<file path="config.mk">
export PLATFORM = sky130hd
export DESIGN_NAME = fp_unidade_controle
export DESIGN_NICKNAME = d
export VERILOG_FILES = /design/src/rtl/fp_unidade_controle.sv
export SDC_FILE = /design/constraint.sdc
export NUM_CORES = 1
export LEC_CHECK = 0
export CAP_MARGIN = 10
export CORE_MARGIN = 3
export CORE_UTILIZATION = 38
export DETAILED_ROUTE_END_ITERATION = 10
export PLACE_DENSITY = 0.79
export SLEW_MARGIN = 20
export SYNTH_ARGS = -nofsm -noshare
export SYNTH_HDL_FRONTEND = slang
export SYNTH_SLANG_ARGS = --single-unit
</file>
<file path="constraint.sdc">
create_clock -name clk -period 2.28 [get_ports clk]
set_clock_uncertainty 0.05 [all_clocks]
set_input_delay 0.228 -clock clk [delete_from_list [all_inputs] [get_ports clk]]
set_output_delay 0.228 -clock clk [all_outputs]
set_load 0.1 [all_outputs]
</file>
<file path="src/rtl/fp_unidade_controle.sv">
// fp_unidade_controle: Moore FSM sequencing align, operate, normalize and round on the FP datapath.
module fp_unidade_controle #(
  parameter int LARGURA_FRAC = 26,
  parameter int MAX_SHIFT    = 26,
  parameter int MAX_NORM     = 26
) (
  input  logic       clk,
  input  logic       rst_n,
  input  logic       start,
  input  logic       op,
  input  logic [7:0] diff_expoente,
  input  logic       a_menor,
  input  logic       ula_overflow,
  input  logic       msb_resultado,
  input  logic       resultado_zero,
  input  logic [7:0] expoente,
  input  logic       arred_overflow,
  output logic       soma_multiplica,
  output logic       decisor_mux_expoentes,
  output logic       decisor_mux_expoente_escolhido,
  output logic       decisor_mux_escolhe_shift_right,
  output logic       decisor_mux_entrada_dois_ula,
  output logic       decisor_mux_saida_big_ula,
  output logic       decisor_shift_right_left,
  output logic [4:0] tamanho,
  output logic [4:0] tamanho2,
  output logic       subtrador_Somador_subtrador,
  output logic       carga_expoente,
  output logic       carga_fracao,
  output logic       busy,
  output logic       done,
  output logic       excecao
);
  localparam int LIM = (MAX_SHIFT < LARGURA_FRAC) ? MAX_SHIFT : LARGURA_FRAC;
  localparam int CW  = $clog2(MAX_NORM + 1);
  typedef enum logic [2:0] {IDLE, ALINHA, OPERA, NORMALIZA, ARREDONDA, REAJUSTE, FIM} estado_t;
  estado_t       estado;
  logic          op_reg;
  logic [CW-1:0] contador;
  logic [CW-1:0] contador_base;
  logic          passo_esq;
  logic          desloca_esq;
  logic          entra_norm;
  logic [4:0]    alinhamento;
  assign alinhamento   = (diff_expoente > 8'(LIM)) ? 5'(LIM) : diff_expoente[4:0];
  assign contador_base = (estado == OPERA) ? '0 : contador;
  // a left step was issued this cycle, so normalization must be re-evaluated
  assign passo_esq     = decisor_shift_right_left && carga_fracao;
  assign desloca_esq   = !ula_overflow && !msb_resultado && contador_base < CW'(MAX_NORM) && expoente > 8'd1;
  assign entra_norm    = (estado == OPERA && !resultado_zero) || (estado == NORMALIZA && passo_esq);
  always_ff @(posedge clk) begin
    if (!rst_n) begin
      estado                          <= IDLE;
      op_reg                          <= 1'b0;
      contador                        <= '0;
      soma_multiplica                 <= 1'b0;
      decisor_mux_expoentes           <= 1'b0;
      decisor_mux_expoente_escolhido  <= 1'b0;
      decisor_mux_escolhe_shift_right <= 1'b0;
      decisor_mux_entrada_dois_ula    <= 1'b0;
      decisor_mux_saida_big_ula       <= 1'b0;
      decisor_shift_right_left        <= 1'b0;
      tamanho                         <= '0;
      tamanho2                        <= '0;
      subtrador_Somador_subtrador     <= 1'b0;
      carga_expoente                  <= 1'b0;
      carga_fracao                    <= 1'b0;
      busy                            <= 1'b0;
      done                            <= 1'b0;
      excecao                         <= 1'b0;
    end else begin
      soma_multiplica                 <= 1'b0;
      decisor_mux_expoentes           <= 1'b0;
      decisor_mux_expoente_escolhido  <= 1'b0;
      decisor_mux_escolhe_shift_right <= 1'b0;
      decisor_mux_entrada_dois_ula    <= 1'b0;
      decisor_mux_saida_big_ula       <= 1'b0;
      decisor_shift_right_left        <= 1'b0;
      tamanho                         <= '0;
      tamanho2                        <= '0;
      subtrador_Somador_subtrador     <= 1'b0;
      carga_expoente                  <= 1'b0;
      carga_fracao                    <= 1'b0;
      busy                            <= 1'b0;
      done                            <= 1'b0;
      case (estado)
        IDLE: if (start) begin
          estado                          <= ALINHA;
          op_reg                          <= op;
          busy                            <= 1'b1;
          excecao                         <= 1'b0;
          decisor_mux_expoentes           <= a_menor;
          decisor_mux_escolhe_shift_right <= a_menor;
          decisor_mux_entrada_dois_ula    <= a_menor;
          tamanho                         <= op ? 5'd0 : alinhamento;
          carga_expoente                  <= 1'b1;
        end
        ALINHA: begin
          estado          <= OPERA;
          busy            <= 1'b1;
          soma_multiplica <= ~op_reg;
          carga_fracao    <= 1'b1;
        end
        OPERA, NORMALIZA: if (entra_norm) begin
          estado                         <= NORMALIZA;
          busy                           <= 1'b1;
          decisor_mux_saida_big_ula      <= 1'b1;
          decisor_mux_expoente_escolhido <= 1'b1;
          contador                       <= contador_base + CW'(desloca_esq);
          if (ula_overflow) begin
            tamanho2       <= 5'd1;
            carga_expoente <= 1'b1;
            carga_fracao   <= 1'b1;
            excecao        <= excecao | (expoente == 8'd254);
          end else if (desloca_esq) begin
            decisor_shift_right_left    <= 1'b1;
            subtrador_Somador_subtrador <= 1'b1;
            tamanho2                    <= 5'd1;
            carga_expoente              <= 1'b1;
            carga_fracao                <= 1'b1;
          end else begin
            excecao <= excecao | (!msb_resultado && expoente == 8'd1);
          end
        end else if (estado == OPERA) begin
          estado <= FIM;
          done   <= 1'b1;
        end else begin
          estado <= ARREDONDA;
          busy   <= 1'b1;
        end
        ARREDONDA: if (arred_overflow) begin
          estado                         <= REAJUSTE;
          busy                           <= 1'b1;
          decisor_mux_saida_big_ula      <= 1'b1;
          decisor_mux_expoente_escolhido <= 1'b1;
          tamanho2                       <= 5'd1;
          carga_expoente                 <= 1'b1;
          carga_fracao                   <= 1'b1;
          excecao                        <= excecao | (expoente == 8'd254);
        end else begin
          estado <= FIM;
          done   <= 1'b1;
        end
        REAJUSTE: begin
          estado <= FIM;
          done   <= 1'b1;
        end
        default: estado <= IDLE;
      endcase
    end
  end
endmodule

</file>
==> results by group <==
Cells and area
  – Biggest regs: contador: 5 flops, tamanho: 5 flops, estado: 3 flops
  – Fill cell count: 247
  – Ratio of cells with drive above 1 in the final layout: 0.2054
  – Commonest non-fill, non-tap cells in the layout: buf_4 (27), dfxtp_1 (24), clkdlybuf4s50_1 (24), nor2_1 (16), a21oi_1 (10)
  – Commonest non-fill, non-tap cell in the layout: buf_4
  – Area delta synth->final: 39.39%
  – Post-route cell area: 1652 um^2
  – Antenna Cells: 0
  – Fin nets: 213
  – Final cell count without fillers: 216

Die
  – Core Region: 2853 um^2
  – Initial core utilization: 0.4154
  – Die height: 61.84 um
  – Row Count: 19
  – Die area: 3824 um^2
  – Ports: 48
  – Die X: 61.84 um

GRT
  – First-pass GRT wire length: 4540 um
  – Vias in the first global route: 1045
  – Total global-route track usage: 0.1586
  – Global route total overflow: 0
  – Initial antenna violation count: 0
  – Largest net degree at the start of global routing: 15

Setup path
  – Crit start category: primary input
  – Required time of the critical path: 2.49 ns
  – Critical path arrival: 2.46 ns
  – Crit Path Max Fanout: 4
  – Crit path kind: primary input to flop
  – CP endpoint kind: flop

Timing
  – Slew HR: 0.6710
  – Final hold violation count: 0
  – Fin crit period: 2.246 ns
  – RSZ-0062 raised after global routing: false
  – Worst-Margin Slew: 0.4867 ns
  – Endpoints failing setup: 0
  – Final max-slew violation count: 0
  – Min Hold Slack: 0.3811 ns
  – Period utilization: 0.9851
  – Max frequency: 445.2 MHz
  – Setup_tns: 0 ns

Place
  – Hpwl dp: 2364 um
  – Dpl cells: 212
  – GPL Wtd Cong: 0.8406
  – Placed Area: 1594 um^2
  – Port buffer count: 43

Synth
  – Synth warnings: 0
  – Post-synth ARST share: 0
  – Yosys reg bits: 24
  – Ys flop type: dfxtp_1
  – Register area share after synthesis: 0.4055
  – Number of enable flip-flop cells after synthesis: 0
  – Syn_area_per_cell: 8.463 um^2
  – Synthesized cell area: 1185 um^2
  – Unique masters post-synth: 46
  – Cells after Synth: 140

Clocking
  – CTS Buf Count: 3
  – Worst-Skew Late Latency: 0.32 ns
  – Clock sinks: 24
  – Root Buffer: clkbuf_4
  – CTS tree: done
  – H-tree depth: 1
  – CTS max path bufs: 2
  – Clk slew on worst S/H paths: 0.14 ns

Drt
  – Total iterations of the first detailed-routing run: 4
  – Via count: 1167
  – Number of remaining DRC errors: 0
  – DRT Wirelength: 2923 um
  – Vias per Instance: 5.403
  – DRT antenna net count: 0
  – Detailed-route wire length per cell: 13.53 um
  – Iter 0 DRT Violations: 36

Run
  – Max cap viols: 0

Power
  – Leak Pwr: 0.0006696 uW
  – Power density over the cells: 879.4 nW/um^2
  – Worst VDD drop: 0.0004930 V

Outcome
  – Outcome: complete, no violations

Worst hold path
  – Hold Path Class: flop to flop
area by class of cell:
| class | instances | area, um^2 | share of cell area |
|---|---|---|---|
| Clock inverter | 1 | 30.03 | 0.01818 |
| Multi-Input combinational cell | 102 | 621.8 | 0.3765 |
| Timing Repair Buffer | 51 | 442.9 | 0.2682 |
| Sequential cell | 24 | 480.5 | 0.2909 |
| Inverter | 4 | 15.01 | 0.009091 |
| Clock buffer | 3 | 22.52 | 0.01364 |
| Tap cell | 31 | 38.79 | 0.02348 |
where the power goes:
| part | total, uW | switching [uW] | internal, uW | leakage, uW |
|---|---|---|---|---|
| sequential | 491 | 24.3 | 466 | 0.000195 |
| combinational | 656 | 465 | 191 | 0.000446 |
| clock | 306 | 128 | 178 | 0.0000279 |
| total | 1450 | 617 | 835 | 0.000670 |
worst paths after layout:
path / from / end / slack, ns / cells past startpoint
worst max-delay path: expoente[5] / contador[4]$_SDFFE_PN0P_ / 0.03 / 10
worst min-delay path: op_reg$_SDFFE_PN0P_ / soma_multiplica$_SDFF_PN0_ / 0.38 / 1
worst max register to register: contador[2]$_SDFFE_PN0P_ / contador[4]$_SDFFE_PN0P_ / 0.25 / 8
worst min register to register: op_reg$_SDFFE_PN0P_ / soma_multiplica$_SDFF_PN0_ / 0.38 / 1
stage by stage:
stage	worst slack [ns]	power (uW)	util
2_1_floorplan	0.03354	994.3	-
3_3_place_gp	-0.2743	1144	0.5588
3_5_place_dp	-0.3609	1153	0.5588
4_1_cts	0.03611	1462	0.5781
5_1_grt	0.004635	1522	0.5789
6_report	0.03403	1452	0.5789
synthesized netlist by cell type, drive strengths merged (3+ instances only):
cell type | number | area share
dfxtp | 24 | 0.41
nor2 | 16 | 0.051
a21oi | 10 | 0.042
buf | 10 | 0.061
nand2 | 8 | 0.025
o21ai | 7 | 0.030
nand3 | 5 | 0.021
nand2b | 4 | 0.021
o21a | 4 | 0.025
clkbuf | 3 | 0.0095
inv | 3 | 0.0095
nor2b | 3 | 0.016
nor3 | 3 | 0.013
metal layers:
layer / up-vias / GRT usage / wire, um
li1: 584 / - / -
met2: 39 / 0.2720 / 1497
met5: - / 0 / 0
met4: 0 / 0.03939 / 31
met3: 4 / 0.04339 / 151
met1: 540 / 0.1965 / 1244
critical path: stages:
cell and delay (ns):
clkdlybuf4s50_1 0.43, or4_4 0.55, o22a_1 0.23, and2_2 0.20
ha_2 0.19, ha_2 0.19, nand3_1 0.09, nor2b_1 0.13
o21ai_0 0.08, a21oi_1 0.12
logic make-up after synthesis:
logic type,count (synthesis),synth area share
compound gates,37,0.2070
fa+ha+maj,2,0.02112
buf+inv,17,0.08341
flops,24,0.4055
mux,1,0.008448
other cells,1,0.003165
simple gates,58,0.2714
repair_timing:
action | CTS | global route
setup buffers | 0 | 0
setup endpoints to repair | 1 | 1
gates resized for setup | 1 | 1
gates cloned | 0 | 0
hold buffers | 0 | 0
Power figures use the tool's default switching activity.
